<file path="config.mk">
export PLATFORM = sky130hd
export DESIGN_NAME = decode_queue
export DESIGN_NICKNAME = d
export VERILOG_FILES = /design/src/rtl/decode_queue.sv
export SDC_FILE = /design/constraint.sdc
export NUM_CORES = 1
export LEC_CHECK = 0
export CAP_MARGIN = 5
export CELL_PAD_IN_SITES_DETAIL_PLACEMENT = 0
export CELL_PAD_IN_SITES_GLOBAL_PLACEMENT = 1
export CORE_UTILIZATION = 35
export CTS_BUF_LIST = sky130_fd_sc_hd__clkbuf_4 sky130_fd_sc_hd__clkbuf_8
export DETAILED_ROUTE_END_ITERATION = 10
export PLACE_DENSITY = 0.63
export SLEW_MARGIN = 25
export SYNTH_ARGS = -nofsm -noshare
export SYNTH_HDL_FRONTEND = slang
export SYNTH_SLANG_ARGS = --single-unit
</file>
<file path="constraint.sdc">
create_clock -name clk_in -period 16.7 [get_ports clk_in]
set_input_delay 3.34 -clock clk_in [delete_from_list [all_inputs] [get_ports clk_in]]
set_output_delay 3.34 -clock clk_in [all_outputs]
set_load 0.03 [all_outputs]
</file>
<file path="src/rtl/decode_queue.sv">
// rtl/decode_queue.sv - RV32I instruction FIFO with a registered decode stage between fetch and dispatch.
module decode_queue #(
   parameter int QUEUE_ADDR_W = 4
) (
   input  logic                    clk_in,
   input  logic                    rst_in,
   input  logic                    rdy_in,
   input  logic                    flush_in,
   input  logic                    fetch_valid_in,
   input  logic [31:0]             fetch_inst_in,
   input  logic [31:0]             fetch_pc_in,
   input  logic                    fetch_pred_in,
   output logic                    fetch_ready_out,
   output logic                    dec_valid_out,
   input  logic                    dec_ready_in,
   output logic [31:0]             dec_pc_out,
   output logic                    dec_pred_out,
   output logic [4:0]              dec_rd_out,
   output logic [4:0]              dec_rs1_out,
   output logic [4:0]              dec_rs2_out,
   output logic [31:0]             dec_imm_out,
   output logic [5:0]              dec_code_out,
   output logic [2:0]              dec_type_out,
   output logic                    dec_rs1_en_out,
   output logic                    dec_rs2_en_out,
   output logic                    dec_rd_en_out,
   output logic                    dec_illegal_out,
   output logic [QUEUE_ADDR_W:0]   count_out
);

   localparam int DEPTH = 1 << QUEUE_ADDR_W;
   localparam logic [QUEUE_ADDR_W:0] DEPTH_C = (QUEUE_ADDR_W + 1)'(DEPTH);

   localparam logic [6:0] OP_LUI = 7'b0110111, OP_AUIPC = 7'b0010111, OP_JAL = 7'b1101111,
                          OP_JALR = 7'b1100111, OP_BRANCH = 7'b1100011, OP_LOAD = 7'b0000011,
                          OP_STORE = 7'b0100011, OP_IMM = 7'b0010011, OP_REG = 7'b0110011;

   localparam logic [2:0] T_ALU = 3'd1, T_LD = 3'd2, T_ST = 3'd3, T_BRC = 3'd4, T_JMP = 3'd5;

   localparam logic [5:0] C_LUI = 6'd1, C_AUIPC = 6'd2, C_JAL = 6'd3, C_JALR = 6'd4,
                          C_BEQ = 6'd5, C_BNE = 6'd6, C_BLT = 6'd7, C_BGE = 6'd8,
                          C_BLTU = 6'd9, C_BGEU = 6'd10, C_LB = 6'd11, C_LH = 6'd12,
                          C_LW = 6'd13, C_LBU = 6'd14, C_LHU = 6'd15, C_SB = 6'd16,
                          C_SH = 6'd17, C_SW = 6'd18, C_ADDI = 6'd19, C_SLTI = 6'd20,
                          C_SLTIU = 6'd21, C_XORI = 6'd22, C_ORI = 6'd23, C_ANDI = 6'd24,
                          C_SLLI = 6'd25, C_SRLI = 6'd26, C_SRAI = 6'd27, C_ADD = 6'd28,
                          C_SUB = 6'd29, C_SLL = 6'd30, C_SLT = 6'd31, C_SLTU = 6'd32,
                          C_XOR = 6'd33, C_SRL = 6'd34, C_SRA = 6'd35, C_OR = 6'd36,
                          C_AND = 6'd37;

   logic [31:0]             r_inst_mem [DEPTH];
   logic [31:0]             r_pc_mem   [DEPTH];
   logic                    r_pred_mem [DEPTH];
   logic [QUEUE_ADDR_W-1:0] r_wptr, r_rptr;
   logic [QUEUE_ADDR_W:0]   r_count;

   logic        r_valid, r_pred, r_rs1_en, r_rs2_en, r_rd_en, r_illegal;
   logic [31:0] r_pc, r_imm;
   logic [4:0]  r_rd, r_rs1, r_rs2;
   logic [5:0]  r_code;
   logic [2:0]  r_type;

   logic        w_push, w_pop, w_full, w_empty;
   logic [31:0] w_inst;
   logic [6:0]  w_opcode;
   logic [2:0]  w_f3;
   logic [6:0]  w_f7;
   logic [31:0] w_imm_i, w_imm_s, w_imm_b, w_imm_u, w_imm_j;
   logic [5:0]  w_code;
   logic [2:0]  w_type;
   logic [31:0] w_imm;
   logic        w_rs1_en, w_rs2_en, w_rd_wr, w_ill;

   assign w_full          = (r_count == DEPTH_C);
   assign w_empty         = (r_count == '0);
   assign fetch_ready_out = !w_full;
   assign w_push          = fetch_valid_in && !w_full;
   assign w_pop           = !w_empty && (!r_valid || dec_ready_in);

   assign w_inst   = r_inst_mem[r_rptr];
   assign w_opcode = w_inst[6:0];
   assign w_f3     = w_inst[14:12];
   assign w_f7     = w_inst[31:25];
   assign w_imm_i  = {{20{w_inst[31]}}, w_inst[31:20]};
   assign w_imm_s  = {{20{w_inst[31]}}, w_inst[31:25], w_inst[11:7]};
   assign w_imm_b  = {{20{w_inst[31]}}, w_inst[7], w_inst[30:25], w_inst[11:8], 1'b0};
   assign w_imm_u  = {w_inst[31:12], 12'b0};
   assign w_imm_j  = {{12{w_inst[31]}}, w_inst[19:12], w_inst[20], w_inst[30:21], 1'b0};

   // Decode of the FIFO head; an illegal word collapses to all-zero decode fields.
   always_comb begin
      w_code   = '0;
      w_type   = '0;
      w_imm    = '0;
      w_rs1_en = 1'b0;
      w_rs2_en = 1'b0;
      w_rd_wr  = 1'b0;
      w_ill    = 1'b0;
      case (w_opcode)
         OP_LUI: begin
            w_code = C_LUI; w_type = T_ALU; w_imm = w_imm_u; w_rd_wr = 1'b1;
         end
         OP_AUIPC: begin
            w_code = C_AUIPC; w_type = T_ALU; w_imm = w_imm_u; w_rd_wr = 1'b1;
         end
         OP_JAL: begin
            w_code = C_JAL; w_type = T_JMP; w_imm = w_imm_j; w_rd_wr = 1'b1;
         end
         OP_JALR: begin
            w_code = C_JALR; w_type = T_JMP; w_imm = w_imm_i; w_rs1_en = 1'b1; w_rd_wr = 1'b1;
            w_ill  = (w_f3 != 3'b000);
         end
         OP_BRANCH: begin
            w_type = T_BRC; w_imm = w_imm_b; w_rs1_en = 1'b1; w_rs2_en = 1'b1;
            case (w_f3)
               3'b000:  w_code = C_BEQ;
               3'b001:  w_code = C_BNE;
               3'b100:  w_code = C_BLT;
               3'b101:  w_code = C_BGE;
               3'b110:  w_code = C_BLTU;
               3'b111:  w_code = C_BGEU;
               default: w_ill  = 1'b1;
            endcase
         end
         OP_LOAD: begin
            w_type = T_LD; w_imm = w_imm_i; w_rs1_en = 1'b1; w_rd_wr = 1'b1;
            case (w_f3)
               3'b000:  w_code = C_LB;
               3'b001:  w_code = C_LH;
               3'b010:  w_code = C_LW;
               3'b100:  w_code = C_LBU;
               3'b101:  w_code = C_LHU;
               default: w_ill  = 1'b1;
            endcase
         end
         OP_STORE: begin
            w_type = T_ST; w_imm = w_imm_s; w_rs1_en = 1'b1; w_rs2_en = 1'b1;
            case (w_f3)
               3'b000:  w_code = C_SB;
               3'b001:  w_code = C_SH;
               3'b010:  w_code = C_SW;
               default: w_ill  = 1'b1;
            endcase
         end
         OP_IMM: begin
            w_type = T_ALU; w_imm = w_imm_i; w_rs1_en = 1'b1; w_rd_wr = 1'b1;
            case (w_f3)
               3'b000: w_code = C_ADDI;
               3'b010: w_code = C_SLTI;
               3'b011: w_code = C_SLTIU;
               3'b100: w_code = C_XORI;
               3'b110: w_code = C_ORI;
               3'b111: w_code = C_ANDI;
               3'b001: begin
                  w_code = C_SLLI; w_imm = {27'b0, w_inst[24:20]};
                  w_ill  = (w_f7 != 7'h00);
               end
               default: begin
                  w_code = (w_f7 == 7'h20) ? C_SRAI : C_SRLI;
                  w_imm  = {27'b0, w_inst[24:20]};
                  w_ill  = (w_f7 != 7'h00) && (w_f7 != 7'h20);
               end
            endcase
         end
         OP_REG: begin
            w_type = T_ALU; w_rs1_en = 1'b1; w_rs2_en = 1'b1; w_rd_wr = 1'b1;
            if (w_f7 == 7'h20) begin
               case (w_f3)
                  3'b000:  w_code = C_SUB;
                  3'b101:  w_code = C_SRA;
                  default: w_ill  = 1'b1;
               endcase
            end else begin
               w_ill = (w_f7 != 7'h00);
               case (w_f3)
                  3'b000:  w_code = C_ADD;
                  3'b001:  w_code = C_SLL;
                  3'b010:  w_code = C_SLT;
                  3'b011:  w_code = C_SLTU;
                  3'b100:  w_code = C_XOR;
                  3'b101:  w_code = C_SRL;
                  3'b110:  w_code = C_OR;
                  default: w_code = C_AND;
               endcase
            end
         end
         default: w_ill = 1'b1;
      endcase
      if (w_ill) begin
         w_code   = '0;
         w_type   = '0;
         w_imm    = '0;
         w_rs1_en = 1'b0;
         w_rs2_en = 1'b0;
         w_rd_wr  = 1'b0;
      end
   end

   always_ff @(posedge clk_in) begin
      if (!rst_in && rdy_in && !flush_in && w_push) begin
         r_inst_mem[r_wptr] <= fetch_inst_in;
         r_pc_mem[r_wptr]   <= fetch_pc_in;
         r_pred_mem[r_wptr] <= fetch_pred_in;
      end
   end

   always_ff @(posedge clk_in) begin
      if (rst_in) begin
         r_wptr    <= '0;
         r_rptr    <= '0;
         r_count   <= '0;
         r_valid   <= 1'b0;
         r_pc      <= '0;
         r_pred    <= 1'b0;
         r_rd      <= '0;
         r_rs1     <= '0;
         r_rs2     <= '0;
         r_imm     <= '0;
         r_code    <= '0;
         r_type    <= '0;
         r_rs1_en  <= 1'b0;
         r_rs2_en  <= 1'b0;
         r_rd_en   <= 1'b0;
         r_illegal <= 1'b0;
      end else if (rdy_in) begin
         if (flush_in) begin
            r_wptr  <= '0;
            r_rptr  <= '0;
            r_count <= '0;
            r_valid <= 1'b0;
         end else begin
            if (w_push) r_wptr <= r_wptr + 1'b1;
            if (w_pop)  r_rptr <= r_rptr + 1'b1;
            if (w_push && !w_pop)      r_count <= r_count + 1'b1;
            else if (!w_push && w_pop) r_count <= r_count - 1'b1;
            if (w_pop) begin
               r_valid   <= 1'b1;
               r_pc      <= r_pc_mem[r_rptr];
               r_pred    <= r_pred_mem[r_rptr];
               r_rd      <= w_inst[11:7];
               r_rs1     <= w_inst[19:15];
               r_rs2     <= w_inst[24:20];
               r_imm     <= w_imm;
               r_code    <= w_code;
               r_type    <= w_type;
               r_rs1_en  <= w_rs1_en;
               r_rs2_en  <= w_rs2_en;
               r_rd_en   <= w_rd_wr && (w_inst[11:7] != 5'd0);
               r_illegal <= w_ill;
            end else if (dec_ready_in) begin
               r_valid <= 1'b0;
            end
         end
      end
   end

   assign dec_valid_out   = r_valid;
   assign dec_pc_out      = r_pc;
   assign dec_pred_out    = r_pred;
   assign dec_rd_out      = r_rd;
   assign dec_rs1_out     = r_rs1;
   assign dec_rs2_out     = r_rs2;
   assign dec_imm_out     = r_imm;
   assign dec_code_out    = r_code;
   assign dec_type_out    = r_type;
   assign dec_rs1_en_out  = r_rs1_en;
   assign dec_rs2_en_out  = r_rs2_en;
   assign dec_rd_en_out   = r_rd_en;
   assign dec_illegal_out = r_illegal;
   assign count_out       = r_count;

endmodule

</file>
# After elaboration in Yosys (flattened, before gate mapping)
# Memory sizes are Yosys's and may differ from the RTL's. A register that Yosys moved wholly into a read port is not among the register bits.
# Index checks and enable logic that the tools add are counted.
dict set report classes {
  bitwise_logic 1
  eq_ne 19
  reduce_logical 44
  mux 42
  n_addsub 4
}
# cell n
set op_table {}
lappend op_table {{case mux 32 bit (6 select lines)} 1}
lappend op_table {{2-to-1 mux 32 bit} 2}
lappend op_table {{case mux 6 bit (9 select lines)} 1}
lappend op_table {{case mux 6 bit (7 select lines)} 1}
lappend op_table {{equality test 7 x 6 -> 1 bit (second input constant)} 4}
lappend op_table {{case mux 4 bit (7 select lines)} 1}
lappend op_table {{2-to-1 mux 4 bit} 6}
lappend op_table {{case mux 4 bit (6 select lines)} 1}
lappend op_table {{equality test 7 bit (second input constant)} 3}
lappend op_table {{case mux 4 bit (5 select lines)} 1}
lappend op_table {{OR reduction 6 bit} 3}
lappend op_table {{2-to-1 mux 1 bit} 17}
lappend op_table {{2-to-1 mux 5 bit} 3}
lappend op_table {{case mux 3 bit (5 select lines)} 1}
lappend op_table {{case mux 5 bit (3 select lines)} 1}
lappend op_table {{equality test 7 x 5 -> 1 bit (second input constant)} 2}
lappend op_table {{equality test 3 bit (second input constant)} 4}
lappend op_table {{2-to-1 mux 6 bit} 2}
lappend op_table {{case mux 6 bit (2 select lines)} 1}
lappend op_table {{logical AND 1 bit} 9}
lappend op_table {{nonzero test 3 bit} 3}
lappend op_table {{OR reduction 3 bit} 3}
lappend op_table {{adder 4 x 1 -> 4 bit (second input constant)} 2}
lappend op_table {{AND reduction 2 bit} 4}
lappend op_table {{other kinds (23)} 34}
dict set report totals {
  input_bits 71
  memories 3
  ramBits 1040
  output_inout_bits 100
  ff_bits 74
}
# memory depth width rd rd_clocked_by_memory_dff write_ports line_no
set memory_table {}
lappend memory_table {r_inst_mem 16 32 1 1 1 51} ;# logic [31:0] r_inst_mem [DEPTH];
lappend memory_table {r_pc_mem 16 32 1 1 1 52} ;# logic [31:0] r_pc_mem [DEPTH];
lappend memory_table {r_pred_mem 16 1 1 1 1 53} ;# logic r_pred_mem [DEPTH];

# Longest topological paths before layout
dict set report logic_depth {
  word_depth 8
  mapped_depth 13
}

# Least setup slack after synthesis
# Ideal clock, no wire load.
dict set report synth_path {
  kind {input to register}
  from {input port flush_in}
  to {memory r_inst_mem[2][0], enable pin}
  setup_slack_ns 7.563
  t_required_ns 16.132
  n_path_buf 1
  arrival_ns 8.569
  setup_time_ns 0.568
  stages 5
  cell_sequence {clkbuf_1 -> nand2b_1 -> nor3_1 -> nand2_1 -> nor3_1}
}
dict set report synth_between {
  elab_chain_cells 5
}
# element line_no
set synth_rtl {}
lappend synth_rtl {{start, declared} 8} ;# input logic flush_in,
lappend synth_rtl {{logical NOT 1 bit} 200} ;# if (!rst_in && rdy_in && !flush_in && w_push) begin
lappend synth_rtl {{logical AND 1 bit (2 in series)} 200}
lappend synth_rtl {{2-to-1 mux 1 bit} 200}
lappend synth_rtl {{2-to-1 mux 1 bit (implied by the code)} 201} ;# r_inst_mem[r_wptr] <= fetch_inst_in;
lappend synth_rtl {{end, declared} 51}
# Every way passes these cells.

# Final worst setup path
dict set report layout_path {
  from {input port flush_in}
  to {memory r_pc_mem[8][21], enable pin}
}
dict set report layout_between {
  elab_chain_cells 5
}
# element line_no
set layout_rtl {}
lappend layout_rtl {{logical NOT 1 bit} 200}
lappend layout_rtl {{logical AND 1 bit (2 in series)} 200}
lappend layout_rtl {{2-to-1 mux 1 bit} 200}
lappend layout_rtl {{2-to-1 mux 1 bit (implied by the code)} 202} ;# r_pc_mem[r_wptr] <= fetch_pc_in;
lappend layout_rtl {{end, declared} 52}
# Every way passes these cells.

==> key figures <==
Routing
  • DRT iter0 DRCs: 1825
  • Post-detailed-route DRC marker count: 0
  • Remaining antenna violation count: 0
  • Met3 routed WL: 5390 µm
  • Total iterations of the first detailed-routing run: 7
  • Detailed Route WL: 107000 µm
  • Drt wl/cell: 25.0 µm
  • Via density: 5.21
  • Routed wl met2: 54000 µm
  • Top sig layer: met5
  • Via Count: 22302
  • WL met1: 45800 µm

Min path
  • Hold Startpoint: dec_type_out[2]
  • Hold Path Class: reg2reg

Yosys
  • Leading register cell type out of synthesis: edfxtp_1
  • Synth area leaders: edfxtp_1 (70%), mux4_2 (15%), dfxtp_1 (5.0%)
  • Cell with the most instances after synthesis: edfxtp_1
  • Register bit count reported by yosys: 1151
  • Yosys top cell by area: edfxtp_1
  • Average size of a mapped cell: 20.2 µm²
  • Netlist cell types: 77
  • Sequential area share after synthesis: 0.755
  • Synth warnings: 0
  • Share of the synthesized area in the top cell type: 0.705
  • Synth Instances: 2198
  • Post-Syn Area: 44300 µm²
  • Post-synth ARST share: 0
  • Synth top cells by count: edfxtp_1 (1040), mux4_2 (300), nand2_1 (202)
  • EDFF count, synth: 1040
  • Synth Net Count: 2278

Critical path
  • Crit path max-delay family: simple AND/OR/NAND/NOR gates
  • Crit path arrival time: 6.84 ns
  • Crit. Startpoint: flush_in
  • Setup crit end kind: register
  • Slowest-stage cell, CP: nor2_4
  • Max FO, Critical Path: 42
  • Crit Path Category: in2reg
  • WP data required: 17.16 ns
  • CP startpoint kind: input pin
  • CP Cell Sequence: clkdlybuf4s50_1 -> nand2b_1 -> nor3_1 -> nand2_1 -> nor2_4 -> buf_4
  • Crit path buf inv count: 2
  • Largest stage delay, worst path: 0.80 ns

Power and ir drop
  • Max IR drop VDD: 0.0000840 V
  • Leak Pwr: 15.6 nW
  • Pwr Total: 0.00626 W
  • Power per Cell Area: 121 nW/µm²

CTS
  • Root buffer cell: clkbuf_8
  • Htree depth: 4
  • Clk buf depth: 3
  • Clock slew at reported path FFs: 0.06 ns
  • Post-CTS Setup Repair Bufs: 0
  • TritonCTS buffer count: 186
  • Resized cells post-CTS: 0
  • CTS Hold Bufs: 0
  • CTS tree: built
  • Clock sink count: 1151
  • Skew-Pair Late Insertion Delay: 0.87 ns

Global route
  • Pin count of the biggest net entering global routing: 88
  • Gr usage total: 0.169
  • Grt ovf: 0
  • Vias in the first global route: 23807
  • First-pass GRT wire length: 158000 µm
  • Initial antenna violation count: 13

Timing
  • Period minus WS final: 6.38 ns
  • Slew @ Worst Pin: 1.01 ns
  • Final Max Tran Viols: 0
  • Setup Skew: 0.0429 ns
  • Final setup TNS: 0 ns
  • Final setup fails: 0
  • Max Fclk: 157 MHz
  • Slew margin rel.: 0.327
  • Period Utilization, post-route: 0.382
  • Hold Fails Final Rpt: 0
  • RSZ-0062 raised after global routing: false

Floorplan
  • Core Box Area: 126000 µm²
  • Starting Density: 0.353
  • Die area: 128000 µm²
  • Ports: 171
  • Die Span X: 358 µm
  • Row cnt: 130
  • Die H: 358 µm

Place
  • Final HPWL DP: 62800 µm
  • Area after DPL: 47900 µm²
  • GP Congestion: 0.786
  • Port-buffer cells: 170

Final layout
  • Share of layout cells above drive strength 1: 0.270
  • Design area: 51800 µm²
  • Area Growth Syn to Fin: 16.9%
  • Layout Nets: 2553

Job
  • Max Cap Viol: 0

Outcome
  • Status: completed
-- sequential cells by signal (all words and copies together), names as in the netlist, 6 cells and up, named ones only --
signal        flops
dec_imm_out      32
r_pred_mem       16
dec_code_out      6
r_pc_mem        512
r_inst_mem      512
dec_pc_out       32
-- final cells by class --
type | instances | area (µm²)
Fill cell | 11088 | 73800
Sequential cell | 1151 | 33500
Multi-Input combinational cell | 913 | 10300
Clock buffer | 265 | 3250
Tap cell | 1650 | 2060
Timing Repair Buffer | 210 | 2050
Clock inverter | 77 | 597
Inverter | 11 | 41.3
Antenna cell | 2 | 5.00
-- tightest hold or removal path, cell delays in order, from the launching register on --
cell and delay [ns]:
dfxtp_1 0.30, nand2_1 0.05, o21ai_1 0.05
-- through the flow --
stage	std cells	worst slack [ns]	hold WS [ns]	utilization
5_1_grt	4279	10.18	0.476	0.413
3_5_place_dp	3933	9.40	0.441	0.381
6_report	4279	10.32	0.443	0.413
2_1_floorplan	2198	7.56	0.538	-
4_1_cts	4275	10.33	0.449	0.412
3_3_place_gp	3933	9.42	0.438	0.381
-- per-layer routing --
metal | track usage | vias up
li1 | - | 9652
met1 | 0.223 | 11826
met2 | 0.284 | 655
met3 | 0.0329 | 161
met4 | 0.0466 | 8
met5 | 0 | -
-- cells in the final DEF (no fill, tap or decap), types with 5 or more instances in the layout --
cell             synthesis  routed
clkdlybuf4s50_1          0     169
clkinv_2                 0      14
nand3_1                 25      25
inv_12                   0       6
xnor2_1                  6       6
a22oi_1                 13      13
a21oi_1                 90      90
nor3_1                  13       9
clkbuf_4                 0      63
inv_1                    9       9
dfxtp_1                111     104
and4_1                   6       6
clkbuf_8                 0     202
clkinv_1                 0      40
nor3_2                   1       5
o21ai_0                 19      19
bufinv_16                0       5
mux2i_1                  7       7
o21ai_1                 15      15
o211ai_1                10      10
and2_1                   7       6
o31ai_1                  5       5
ha_1                     8       8
nand4_1                 20      20
a32o_1                   7       7
nand2_1                202     201
nor2_1                  54      41
buf_4                    6      36
nor2_4                   1      14
o21ai_2                 20      20
nor2b_1                  8       8
and3_1                   5       5
nand2b_1                 5       5
edfxtp_1              1040    1040
mux4_2                 300     300
-- final timing paths --
kind	to	slack (ns)	cells after the start
setup / recovery	r_pc_mem[8][21]	10.32	6
hold / removal	dec_type_out[2]	0.44	2
setup reg to reg	dec_imm_out[4]	11.93	9
hold reg to reg	dec_type_out[2]	0.44	2
-- power by group --
group / switching [W] / internal [W] / leakage, nW
Clock: 0.00113 / 0.00135 / 2.02
Sequential: 0.0000313 / 0.00316 / 10.3
Combinational: 0.000335 / 0.000254 / 3.36
-- logic make-up (layout without fill, tap and decap cells) --
logic type               count (synthesis)  in the layout  synth area share
AND/OR/NAND/NOR                        368            368            0.0386
multiplexers                           308            308             0.154
other                                    0              2                 0
AO/OA/AOI/OAI                          221            221            0.0334
flip-flops                            1151           1151             0.755
XOR/XNOR                                 7              7           0.00138
adder cells (fa/ha/maj)                  9              9           0.00271
buffers and inverters                  134            563            0.0147
No activity file was read; power rests on OpenSTA's default activity.
